**src/rtl/tmds_decoder.sv**
```systemverilog
// One TMDS receive lane: finds the 10-bit word boundary from DVI control tokens,
// then decodes video bytes or control values with a fixed 3-cycle latency.
module tmds_decoder #(
    parameter int LOCK_COUNT    = 8,
    parameter int SEARCH_WINDOW = 2048,
    parameter int MAX_GAP       = 2048
) (
    input  logic       clk_in,
    input  logic       rst_in,
    input  logic [9:0] tmds_in,
    output logic [7:0] data_out,
    output logic [1:0] control_out,
    output logic       ve_out,
    output logic       locked_out,
    output logic [3:0] offset_out
);
    localparam logic [15:0] MATCH_LAST = 16'(LOCK_COUNT - 1);
    localparam logic [15:0] DWELL_LAST = 16'(SEARCH_WINDOW - 1);
    localparam logic [15:0] GAP_LAST   = 16'(MAX_GAP - 1);

    typedef enum logic [1:0] {
        SEARCH = 2'd0,
        VERIFY = 2'd1,
        LOCKED = 2'd2
    } state_t;

    state_t      state;
    logic [9:0]  prev_q;
    logic [9:0]  aligned_q;
    logic [19:0] cat;
    logic [9:0]  aligned;
    logic [15:0] dwell;
    logic [15:0] match_cnt;
    logic [15:0] gap;
    logic [1:0]  flush;
    logic        tok_hit;
    logic        tok;
    logic [1:0]  tok_val;
    logic [7:0]  d;
    logic [7:0]  dec;

    // Older word sits in the low half, so offset k takes 10-k bits of the previous word.
    assign cat     = {tmds_in, prev_q};
    assign aligned = 10'(cat >> offset_out);

    always_ff @(posedge clk_in or negedge rst_in) begin
        if (!rst_in) begin
            prev_q    <= 10'd0;
            aligned_q <= 10'd0;
        end else begin
            prev_q    <= tmds_in;
            aligned_q <= aligned;
        end
    end

    always_comb begin
        tok_hit = 1'b1;
        tok_val = 2'b00;
        case (aligned_q)
            10'h354: tok_val = 2'b00;
            10'h0AB: tok_val = 2'b01;
            10'h154: tok_val = 2'b10;
            10'h2AB: tok_val = 2'b11;
            default: tok_hit = 1'b0;
        endcase
    end

    // aligned_q still carries old-offset bits right after a slip, so ignore it briefly.
    assign tok = tok_hit && (flush == 2'd0);

    always_comb begin
        d      = aligned_q[9] ? ~aligned_q[7:0] : aligned_q[7:0];
        dec    = 8'd0;
        dec[0] = d[0];
        for (int i = 1; i < 8; i++) begin
            dec[i] = aligned_q[8] ? (d[i] ^ d[i-1]) : ~(d[i] ^ d[i-1]);
        end
    end

    always_ff @(posedge clk_in or negedge rst_in) begin
        if (!rst_in) begin
            state       <= SEARCH;
            offset_out  <= 4'd0;
            dwell       <= 16'd0;
            match_cnt   <= 16'd0;
            gap         <= 16'd0;
            flush       <= 2'd0;
            data_out    <= 8'd0;
            control_out <= 2'b00;
            ve_out      <= 1'b0;
            locked_out  <= 1'b0;
        end else begin
            flush      <= (flush != 2'd0) ? flush - 2'd1 : 2'd0;
            locked_out <= (state == LOCKED);

            if (state == LOCKED) begin
                if (tok) begin
                    ve_out      <= 1'b0;
                    control_out <= tok_val;
                    data_out    <= 8'd0;
                end else begin
                    ve_out   <= 1'b1;
                    data_out <= dec;
                end
            end else begin
                ve_out      <= 1'b0;
                data_out    <= 8'd0;
                control_out <= 2'b00;
            end

            case (state)
                SEARCH: begin
                    if (tok) begin
                        state     <= VERIFY;
                        match_cnt <= 16'd1;
                    end else if (dwell == DWELL_LAST) begin
                        offset_out <= (offset_out == 4'd9) ? 4'd0 : offset_out + 4'd1;
                        dwell      <= 16'd0;
                        flush      <= 2'd2;
                    end else begin
                        dwell <= dwell + 16'd1;
                    end
                end
                VERIFY: begin
                    if (tok) begin
                        if (match_cnt == MATCH_LAST) begin
                            state <= LOCKED;
                            gap   <= 16'd0;
                        end else begin
                            match_cnt <= match_cnt + 16'd1;
                        end
                    end else begin
                        state <= SEARCH;
                        dwell <= 16'd0;
                    end
                end
                LOCKED: begin
                    if (tok) begin
                        gap <= 16'd0;
                    end else if (gap == GAP_LAST) begin
                        state <= SEARCH;
                        dwell <= 16'd0;
                    end else begin
                        gap <= gap + 16'd1;
                    end
                end
                default: state <= SEARCH;
            endcase
        end
    end
endmodule

```
**config.mk**
```make
export PLATFORM = sky130hd
export DESIGN_NAME = tmds_decoder
export DESIGN_NICKNAME = d
export VERILOG_FILES = /design/src/rtl/tmds_decoder.sv
export SDC_FILE = /design/constraint.sdc
export NUM_CORES = 1
export LEC_CHECK = 0
export BUFFER_PORTS_ARGS = -buffer_cell sky130_fd_sc_hd__buf_2
export CORE_MARGIN = 5
export CORE_UTILIZATION = 40
export CTS_BUF_LIST = sky130_fd_sc_hd__clkbuf_4 sky130_fd_sc_hd__clkbuf_8 sky130_fd_sc_hd__clkbuf_16
export CTS_CLUSTER_SIZE = 8
export DETAILED_ROUTE_END_ITERATION = 8
export PLACE_DENSITY = 0.53
export SETUP_SLACK_MARGIN = 0.3
export SLEW_MARGIN = 10
export SYNTH_ARGS = -nofsm -noshare
export SYNTH_HDL_FRONTEND = slang
export SYNTH_SLANG_ARGS = --single-unit
```
**constraint.sdc**
```tcl
create_clock -name clk_in -period 5.8 [get_ports clk_in]
set_clock_uncertainty 0.1 [all_clocks]
set_input_delay 0.29 -clock clk_in [delete_from_list [all_inputs] [get_ports clk_in]]
set_output_delay 0.29 -clock clk_in [all_outputs]
set_load 0.02 [all_outputs]
```
# Word-level counts from Yosys, hierarchy flattened
# Cells that the tools add are included.
[classes] order_cmp=0 n_mux=42 shifts=1 n_addsub=5 n_bitwise=16 n_div=0 multipliers=0 n_reduce_logical=13 n_eq_ne=21
[op_table] cell="$mux 16" n=12
[op_table] cell="$pmux 16 s2" n=2
[op_table] cell="$add 16x1->16 const B" n=3
[op_table] cell="$pmux 16 s3" n=1
[op_table] cell="$eq 16x11->1 const B" n=2
[op_table] cell="$mux 8" n=3
[op_table] cell="$mux 2" n=11
[op_table] cell="$eq 10x10->1 const B" n=2
[op_table] cell="$shr 20x4->10" n=1
[op_table] cell="$eq 16x3->1 const B" n=1
[op_table] cell="$ne 2x2->1 const B" n=8
[op_table] cell="$pmux 2 s3" n=2
[op_table] cell="$reduce_and 4->1" n=3
[op_table] cell="$eq 10x8->1 const B" n=1
[op_table] cell="$eq 10x9->1 const B" n=1
[op_table] cell="$mux 1" n=10
[op_table] cell="$not 1->1" n=8
[op_table] cell="$not 8->8" n=1
[op_table] cell="$xor 1x1->1" n=7
[op_table] cell="$ne 3x3->1 const B" n=2
[op_table] cell="$reduce_bool 2->1" n=3
[op_table] cell="$reduce_and 5->1" n=1
[op_table] cell="$add 4x1->4 const B" n=1
[op_table] cell="$eq 4x4->1 const B" n=1
[op_table] cell="other kinds (10)" n=11
[word_totals] elab_cells=110 regBits=88 rom_bits=0 latchBits=0 ramBits=0 memories=0

# Depth between registers and ports, before layout
[depth] depth_word=7 depth_mapped=10 mapped_depth_nobuf=9

# Least setup slack after synthesis
# Ideal clock, no wire load.
[synth_timing] kind="flip-flop to flip-flop" startpoint="reg state[1]" endpoint="reg gap[13]" setup_slack_ns=3.534 setup_ns=0.079 synth_period_minus_slack_ns=2.266 arrival_time_ns=2.087 path_stages_with_launch=10 path_cell_list="dfrtp_1 > inv_1 > ha_1 > buf_2 > nor4b_1 > and4_1 > nor2_1 > buf_2 > nor4_1 > mux2i_1"
[synth_via] elab_chain_len=3
[synth_lines] element="start, declared" line="27" rtl="state_t state;"
[synth_lines] element="start signal, assigned" line="82" rtl="state <= SEARCH;"
[synth_lines] element="start signal, assigned" line="114" rtl="state <= VERIFY;"
[synth_lines] element="start signal, assigned" line="127" rtl="state <= LOCKED;"
[synth_lines] element="$eq 2x2->1 or $eq 2x1->1 (tied branches)" line="111" rtl="case (state)"
[synth_lines] element="$ne 3x3->1 (no line), or another cell as far along"
[synth_lines] element="$reduce_and 4->1 (no line)"
[synth_lines] element="end signal, assigned" line="144" rtl="gap <= gap + 16'd1;"
[synth_lines] element="end, declared" line="34" rtl="logic [15:0] gap;"
# Parallel ways exist; a longest one is shown, timed or not.
# A chain may end at the register's enable or synchronous reset.

# Final worst setup path
[layout_timing] startpoint="reg gap[11]" endpoint="reg gap[11]"
[layout_via] elab_chain_len=4
[layout_lines] element="$add 16x1->16" line="144"
[layout_lines] element="$mux 16" line="140" rtl="end else if (gap == GAP_LAST) begin"
[layout_lines] element="$mux 16" line="138" rtl="if (tok) begin"
[layout_lines] element="$pmux 16 s2" line="111"
# Parallel ways exist; a longest one is shown, timed or not. The select of a mux whose other input is x is not followed.

==> reports/summary.log <==
[status] run status complete, no violations
[finish] leading cell type in the layout, fill and taps excluded sky130_fd_sc_hd__dfrtp_1
[clock_network] clk slew on worst S/H paths 0.06 ns
[timing] number of failing setup endpoints in the final timing report 0
[synth] Gate Count Post-Synth 548
[detailed_routing] iteration count of the initial detailed-routing pass 5
[detailed_routing] Detail Route met2 WL 5710 um
[synth] post-synth net total 574
[global_routing] wire length of the first global-routing pass 20900 um
[clock_network] clock sink count 88
[timing] Slew Viols, Final 0
[finish] layout cell share with drive strength beyond 1 11.8%
[global_routing] number of global-route vias before repair 4191
[global_routing] largest net degree at the start of global routing 50
[detailed_routing] remaining antenna violation count 0
[synth] Synth Register Bits 88
[clock_network] clock insertion delay at the later pin of the skew report 0.34 ns
[detailed_routing] Via Count 4304
[detailed_routing] topmost layer with routed signal wires met4
[timing] worst hold margin 0.361 ns
[floorplan] number of I/O pins 28
[detailed_routing] overall routed net length 11900 um
[synth] number of enable flip-flop cells after synthesis 0
[critical_path] category of the worst setup path launch point flip-flop
[global_routing] all-layer global routing usage 17.1%
[detailed_routing] sum of met3 wire segment lengths after detailed routing 408 um
[pwr] peak supply drop 0.000133 V
[timing] RSZ-0062 raised after global routing no
[clock_network] CTS Buffer Depth 2
[critical_path] data arrival time of the worst path 3.10 ns
[pwr] static leakage 0.00251 uW
[synth] Post-synth ARST share 100%
[synth] mean instance size in the synthesized netlist 9.49 um^2
[finish] net count of the finished layout 598
[placement] final estimated routing congestion in global placement 0.880
[clock_network] Root Driver sky130_fd_sc_hd__clkbuf_16
[synth] primary flip-flop cell chosen by synthesis mapping sky130_fd_sc_hd__dfrtp_1
[clock_network] number of buffers added by the clock tree synthesis step 9
[synth] unique cell type count in the Yosys netlist 59
[timing] top achievable clock speed 0.340 GHz
[synth] area share of the leading cell type in the synthesized netlist 42.3%
[finish] count of inserted antenna diode cells 0
[critical_path] worst stage delay on the critical path 0.92 ns
[timing] Worst Tran Pin Value 1.12 ns
[critical_path] kind of end point of the critical path flip-flop
[synth] sequential fraction of the synthesis area 42.3%
[critical_path] minimum setup slack among reg-to-reg paths 2.85 ns
[detailed_routing] DR WL/cell 15.9 um
[global_routing] remaining global-route overflow 0
[clock_network] maximum level of the CTS H-tree 3
[timing] final critical-path required period 2.95 ns
[critical_path] required time at the endpoint of the critical path 5.96 ns
[placement] detailed placement HPWL 8480 um
[synth] cell types with the largest area share after synthesis sky130_fd_sc_hd__dfrtp_1 (42%), sky130_fd_sc_hd__nor2_1 (4.0%), sky130_fd_sc_hd__a21oi_1 (3.5%)
[detailed_routing] drc violations 0
[global_routing] antenna violations before repair 0
[synth] Ys Warns 0
[floorplan] DIE AREA 15400 um^2
[placement] buffers added on ports 27
[pwr] sum of internal, switching and leakage power 1480 uW
[hold_path] Hold Crit Class input pin to async pin
[floorplan] core box area 12700 um^2
[flow_run] Max Cap Viol 0
[finish] most frequent cells in the layout sky130_fd_sc_hd__dfrtp_1 (88), sky130_fd_sc_hd__nor2_1 (55), sky130_fd_sc_hd__nand2_1 (43)
[floorplan] Placement Rows 41
[detailed_routing] count of routing violations after the opening detailed-route iteration 432
[floorplan] chip width 124 um
[detailed_routing] routed metal-1 wire length 5640 um
[floorplan] initial core utilization 41.1%
[synth] Synth Cell Area 5200 um^2
[floorplan] Die H 124 um
[critical_path] kind of critical path flip-flop to flip-flop
[timing] relative max-transition margin 25.2%
[timing] Final TNS setup 0 ns
[clock_network] TritonCTS clock tree built
[critical_path] cell depth of the worst flop-to-flop path 5
[finish] synthesis-to-finish area growth 12.0%
[critical_path] cells along the critical path or3_1 -> or4_4 -> a211oi_2 -> nor2_1 -> a31oi_1
[pwr] power per cell area 254 nW/um^2
[synth] library cell with the largest summed area after synthesis sky130_fd_sc_hd__dfrtp_1
[clock_network] Post-CTS Resized 0
[detailed_routing] mean number of vias per cell 5.75
[critical_path] Crit-path slowest cell sky130_fd_sc_hd__a211oi_2
[critical_path] highest fanout seen on the critical path 20
[timing] fraction of the cycle the final worst path needs 50.8%
[timing] number of hold violations in the final report 0
-- cells in the mapped netlist, types with 14 or more instances --
cell                       number
sky130_fd_sc_hd__a21oi_1       36
sky130_fd_sc_hd__clkbuf_1      14
sky130_fd_sc_hd__dfrtp_1       88
sky130_fd_sc_hd__ha_1          14
sky130_fd_sc_hd__inv_1         19
sky130_fd_sc_hd__mux2i_1       15
sky130_fd_sc_hd__nand2_1       43
sky130_fd_sc_hd__nand3_1       17
sky130_fd_sc_hd__nand4_1       18
sky130_fd_sc_hd__nor2_1        55
sky130_fd_sc_hd__o21ai_0       18
sky130_fd_sc_hd__o31ai_1       23
sky130_fd_sc_hd__or4_1         15
sky130_fd_sc_hd__xnor2_1       14
-- state kept, by name, indices dropped and copies added, names as in the netlist --
signal,flops
aligned_q,10
control_out,2
data_out,8
dwell,16
flush,2
gap,16
locked_out,1
match_cnt,16
offset_out,4
prev_q,10
state,2
ve_out,1
-- per-layer routing --
layer  up-vias  global-route usage (%)
met5         -                       0
met4         0                    4.52
met3        18                    4.50
met2        73                    27.9
met1      2111                    22.7
li1       2102                       -
-- cells by family (layout without fill, tap and decap cells) --
family	after synthesis	in the layout	synth area share (%)
fa+ha+maj	14	14	3.37
simple gates	214	214	22.2
compound gates	138	138	17.6
xor+xnor	16	16	2.69
flops	88	88	42.3
buf+inv	48	76	4.09
mux	30	30	7.65
-- report_power, final --
group / internal [uW] / total (uW) / switching (uW)
Combinational: 97.1 / 264 / 167
Clock: 315 / 550 / 235
Sequential: 638 / 665 / 26.4
Total: 1050 / 1480 / 429
-- path summary, 6_finish.rpt --
path                       startpoint            end
hold reg to reg               gap[11]        gap[11]
setup reg to reg              gap[11]        gap[11]
hold / removal                 rst_in         gap[1]
setup / recovery              gap[11]        gap[11]
max in group asynchronous      rst_in  offset_out[2]
min in group clk_in           gap[11]        gap[11]
-- per-stage QoR --
step | cells | worst slack (ns) | utilization [%] | area, um^2
after floorplan | 548 | 3.53 | - | 5200
after global placement | 722 | 2.94 | 42.9 | 5440
after detailed placement | 722 | 2.88 | 42.9 | 5440
after CTS | 748 | 2.85 | 46.0 | 5830
after global routing | 748 | 2.63 | 46.0 | 5830
final | 748 | 2.85 | 46.0 | 5830
-- critical path, delay by kind of cell, from the launching register on --
family | cells | cell delay (ns)
DFF | 1 | 0.40
and+or+nand+nor | 3 | 1.20
AOI/OAI and AO/OA | 2 | 1.17
-- timing repair --
item	CTS	global route
setup endpoints to repair	0	0
hold buffers	11	0
hold endpoints to repair	49	0
buffers inserted	0	0
-- area by class of cell --
type                    count  area, um^2
flip-flops and latches     88        2200
repair buffers             41         270
clock inverters             3        17.5
clock buffers              12         260
multi-input cells         412        2790
fillers                  1269        6840
well taps                 172         215
inverters                  20        75.1
Note: power is estimated with default switching activity, not from simulation.
